## src/rtl/mux_rr_reg.sv

```systemverilog
// Registered N-channel selector: fixed-select or round-robin over valid channels,
// combinational one-hot grant and a one-cycle registered output word.
module mux_rr_reg #(
    parameter int WIDTH    = 8,
    parameter int CHANNELS = 4,
    parameter int SEL_W    = 2
) (
    input  logic                      clk,
    input  logic                      reset,
    input  logic [CHANNELS*WIDTH-1:0] data_in,
    input  logic [CHANNELS-1:0]       valid_in,
    input  logic                      enable,
    input  logic                      mode,
    input  logic [SEL_W-1:0]          sel,
    output logic [CHANNELS-1:0]       grant,
    output logic [WIDTH-1:0]          data_out,
    output logic                      valid_out,
    output logic [SEL_W-1:0]          chan_out,
    output logic                      sel_err
);

    generate
        if (CHANNELS < 2 || CHANNELS > 16 || CHANNELS > (1 << SEL_W)) begin : g_bad_params
            $error("mux_rr_reg: CHANNELS must be 2..16 and fit in SEL_W bits");
        end
    endgenerate

    logic [WIDTH-1:0] data_out_q, data_out_d;
    logic             valid_out_q, valid_out_d;
    logic [SEL_W-1:0] chan_out_q, chan_out_d;
    logic             sel_err_q, sel_err_d;
    logic [SEL_W-1:0] ptr_q, ptr_d;

    logic             sample;
    logic             sel_in_range;
    logic             hit;
    int               pick;
    int               idx;
    int               nxt;
    logic [WIDTH-1:0] word;

    assign sample       = enable && !reset;
    assign sel_in_range = int'(sel) < CHANNELS;

    // Channel selection: pick is only meaningful while hit is set.
    always_comb begin
        hit  = 1'b0;
        pick = 0;
        idx  = 0;
        if (sample) begin
            if (!mode) begin
                for (int k = 0; k < CHANNELS; k++) begin
                    if (sel_in_range && int'(sel) == k && valid_in[k]) begin
                        hit  = 1'b1;
                        pick = k;
                    end
                end
            end else begin
                // Search order ptr, ptr+1, ..., wrapping at CHANNELS rather than 2**SEL_W.
                for (int off = 0; off < CHANNELS; off++) begin
                    idx = int'(ptr_q) + off;
                    if (idx >= CHANNELS) begin
                        idx = idx - CHANNELS;
                    end
                    for (int k = 0; k < CHANNELS; k++) begin
                        if (!hit && k == idx && valid_in[k]) begin
                            hit  = 1'b1;
                            pick = k;
                        end
                    end
                end
            end
        end
    end

    // Only the granted channel's slice is routed, so X on idle channels cannot leak.
    always_comb begin
        grant = '0;
        word  = '0;
        for (int k = 0; k < CHANNELS; k++) begin
            if (hit && pick == k) begin
                grant[k] = 1'b1;
                word     = data_in[k*WIDTH +: WIDTH];
            end
        end
    end

    always_comb begin
        nxt = (pick + 1 >= CHANNELS) ? 0 : pick + 1;

        valid_out_d = hit;
        data_out_d  = hit ? word : data_out_q;
        chan_out_d  = hit ? SEL_W'(pick) : chan_out_q;
        ptr_d       = (hit && mode) ? SEL_W'(nxt) : ptr_q;
        sel_err_d   = sel_err_q || (sample && !mode && !sel_in_range);
    end

    always_ff @(posedge clk) begin
        if (reset) begin
            data_out_q  <= '0;
            valid_out_q <= 1'b0;
            chan_out_q  <= '0;
            sel_err_q   <= 1'b0;
            ptr_q       <= '0;
        end else begin
            data_out_q  <= data_out_d;
            valid_out_q <= valid_out_d;
            chan_out_q  <= chan_out_d;
            sel_err_q   <= sel_err_d;
            ptr_q       <= ptr_d;
        end
    end

    assign data_out  = data_out_q;
    assign valid_out = valid_out_q;
    assign chan_out  = chan_out_q;
    assign sel_err   = sel_err_q;

endmodule

```

## config.mk

```make
export PLATFORM = sky130hd
export DESIGN_NAME = mux_rr_reg
export DESIGN_NICKNAME = d
export VERILOG_FILES = /design/src/rtl/mux_rr_reg.sv
export SDC_FILE = /design/constraint.sdc
export NUM_CORES = 1
export LEC_CHECK = 0
export BUFFER_PORTS_ARGS = -buffer_cell sky130_fd_sc_hd__buf_2
export CAP_MARGIN = 20
export CORE_MARGIN = 2
export CORE_UTILIZATION = 40
export DETAILED_ROUTE_END_ITERATION = 7
export GPL_TIMING_DRIVEN = 0
export HOLD_SLACK_MARGIN = 0.08
export PLACE_DENSITY = 0.73
export SLEW_MARGIN = 10
export SYNTH_ARGS = -nofsm -noshare
export SYNTH_HDL_FRONTEND = slang
export SYNTH_SLANG_ARGS = --single-unit
```

## constraint.sdc

```tcl
create_clock -name clk -period 3.15 [get_ports clk]
set_clock_uncertainty 0.2 [all_clocks]
set_input_delay 0.63 -clock clk [delete_from_list [all_inputs] [get_ports clk]]
set_output_delay 0.63 -clock clk [all_outputs]
set_load 0.005 [all_outputs]
```

==> results.py <==
metrics = {
    "finish": {
        "finalNetCount": 237,
        "drive_above_1_share": 0.396,
        "fin_area_sq_um": 1410,
        "n_antenna_cell": 0,
        "syn2layout_area_growth_pct": 32.9,
    },
    "synth": {
        "synth_flop_cell": "dfxtp_1",
        "synth-edff-count": 0,
        "yosysTopAreaCellShare": 0.246,
        "synthCells": 133,
        "synthSimpleGateAreaFrac": 0.260,
        "synth_top_family_by_area": "compound AO/OA/AOI/OAI gates",
        "yosysWarnings": 0,
        "synthAdderAreaFrac": 0.0236,
        "netlist_top_cells_area": "dfxtp_1 (25%), nand2_1 (8.1%), o221ai_1 (7.4%)",
        "syn-cell-area_sq_um": 1060,
        "async_flop_share": 0,
        "synth_mux_area_frac": 0.0283,
        "synth_top_area_cell": "dfxtp_1",
        "synthXorXnorAreaFrac": 0,
        "syn-num-nets": 177,
        "avgSynthCellArea_sq_um": 7.97,
        "synth_compound_area_frac": 0.326,
        "synth_cell_types": 38,
        "ys_ff_latch": 13,
        "yosysSeqAreaShare": 0.246,
    },
    "global_routing": {
        "grt.met3_usage": 0.0585,
        "use_met1": 0.242,
        "track_usage": 0.200,
        "overflow": 0,
        "grt_use_met2": 0.344,
        "top_usage_layer": "met2",
        "grt_pass1_wl_um": 5060,
        "grt_max_degree": 11,
        "grt_antenna_before_repair": 0,
        "grt_pass1_vias": 1173,
    },
    "timing": {
        "fin_crit_ps": 3000,
        "drv_slew": 0,
        "hold_violations": 0,
        "setup_violations": 0,
        "rsz0062_at_grt": "false",
        "fmax_mhz": 333,
        "worst_slack_ps": 148,
        "setup_tns_ps": 0,
        "finalCritPeriodShare": 0.953,
    },
    "setup_path": {
        "critical-path-top-delay-family": "simple AND/OR/NAND/NOR gates",
        "worst_path_largest_cell_delay_ps": 400,
        "crit_chain": "buf_2 > mux2i_1 > nand2b_1 > o221ai_1 > or3_1 > buf_6 > buf_8 > inv_1 > buf_2",
        "timing.rr.end": "data_out[7]$_SDFFE_PP0P_",
        "r2r_start": "ptr_q[1]$_SDFFE_PP0P_",
        "r2r_slack_ps": 570,
        "critPathMostFrequentCell": "buf_2",
        "required_ps": 2320,
        "critPathBufInv": 5,
        "reg2regPathDepth": 9,
        "setup.worst_path.end_class": "primary output",
        "slowest_stage": "or3_1",
        "setup.worst_path.start_class": "primary input",
        "crit_start": "sel[0]",
        "critPathMaxFanout": 10,
        "worst_ep_arrival_time_ps": 2170,
        "crit_type": "primary input to primary output",
    },
    "min_path": {
        "worstHoldPathCells": 2,
        "hp-start": "chan_out[0]$_SDFFE_PP0P_",
        "hold_class": "register to register",
        "whs_endpoint": "chan_out[0]$_SDFFE_PP0P_",
    },
    "power": {
        "peakVddDrop_v": 0.000228,
        "internal-power_uw": 305,
        "power.switching_uw": 132,
        "clkPwrFrac": 0.231,
        "p_total_uw": 437,
        "p_per_area_nw_per_um2": 310,
        "comb_power_share": 0.333,
        "cellLeakagePower_nw": 0.656,
        "swShare": 0.303,
        "p_seq_frac": 0.436,
    },
    "placement": {
        "hpwl_um": 2330,
        "postPlaceCellArea_sq_um": 1380,
        "gp_congestion": 0.857,
        "place.port_buffers": 56,
        "place_ws_ps": -188,
    },
    "cts": {
        "cts_setup_buffers": 0,
        "ctsHoldBuffers": 0,
        "cts_buffer_depth": 2,
        "clk_root_buffer_cell": "clkbuf_4",
        "clkSlewWorstSetupHoldPaths_ps": 70,
        "cts_resized": 1,
        "htreeDepth": 1,
        "cts.sinks": 13,
        "tritoncts": "yes",
        "insertion_delay_ps": 270,
        "cts-buffers-inserted": 3,
    },
    "die": {
        "die_w_um": 55.5,
        "io_pins": 58,
        "fp.dieArea_sq_um": 3080,
        "start_util": 0.424,
        "dieHeight_um": 55.5,
        "rows": 18,
        "core_sq_um": 2500,
    },
    "detailed_routing": {
        "avgViaCountPerCell": 5.49,
        "vias": 1219,
        "route.detailed.drc": 0,
        "ant_nets": 0,
        "dr.pass1.iters": 4,
        "wl_um": 3020,
        "routedWlPerCell_um": 13.6,
        "drtIter0Drc": 49,
    },
    "status": {
        "status": "finished clean",
    },
    "flow_run": {
        "cap_violations": 0,
    },
}
-- power groups by stage --
stage / Sequential [mW] / Clock (mW) / Combinational (mW)
5_1_grt: 0.192 / 0.118 / 0.160
6_report: 0.191 / 0.101 / 0.145
4_1_cts: 0.190 / 0.106 / 0.145
3_5_place_dp: 0.194 / 0 / 0.145
3_3_place_gp: 0.193 / 0 / 0.142
2_1_floorplan: 0.195 / 0 / 0.0817
-- registers in the layout, summed over array words and instances (netlist names) --
signal,count
ptr_q,2
valid_out,1
data_out,8
chan_out,2
-- stage by stage --
stage	utilization	hold WS, ps	instances
4_1_cts	0.561	266	222
2_1_floorplan	-	253	133
3_3_place_gp	0.551	250	219
6_report	0.564	267	222
5_1_grt	0.564	288	222
3_5_place_dp	0.551	254	219
-- tightest hold or removal path: stages (launching register included) --
cell     delay, ps
dfxtp_1        310
nand2_1         50
a21oi_1         50
-- cell usage after synthesis, types with 3 or more instances --
cell type and instances:
nand2_1 23, inv_1 6, o2bb2ai_1 8, nand2b_1 3, o221ai_1 9, and3_1 10
dfxtp_1 13, a21oi_1 6, mux2i_1 3, nor2_1 11, o32ai_1 7
-- final cells by class --
type / count / area, sq um
plain buffers: 10 / 90.1
clock buffers: 4 / 26.3
fillers: 241 / 1090
inverters: 6 / 22.5
multi-input cells: 103 / 692
flip-flops and latches: 13 / 260
well taps: 30 / 37.5
repair buffers: 56 / 280
-- how the worst max path moves through the flow --
stage,endpoint,slack [ps],cells past startpoint
finish,grant[1],150,9
detailed placement,grant[3],-190,10
global route,grant[1],20,9
floorplan,grant[3],290,8
global placement,grant[3],-190,10
CTS,grant[2],30,8
-- layout by cell type, fill, tap and decap left out, types with 2 or more instances in the layout --
cell type / n
a21oi_1: 6
and3_1: 10
buf_2: 58
buf_6: 2
clkbuf_4: 4
dfxtp_1: 13
inv_1: 6
mux2i_1: 3
nand2_1: 23
nand2b_1: 3
nand3_1: 2
nor2_1: 11
nor2b_1: 2
o211ai_1: 2
o221ai_1: 9
o2bb2ai_1: 8
o32ai_1: 7
-- metal layers --
metal | vias up | share of wire
met5 | - | 0
met4 | 0 | 0
met3 | 0 | 0.071
met2 | 49 | 0.49
met1 | 554 | 0.44
li1 | 616 | -
-- kinds of logic (layout without fill, tap and decap cells) --
family	count (synthesis)	count (layout)
other	1	1
adders and majority gates	2	2
DFF	13	13
and+or+nand+nor	56	56
buffers and inverters	17	76
muxes	3	3
AOI/OAI and AO/OA	41	41
(Power assumes the default switching activity.)
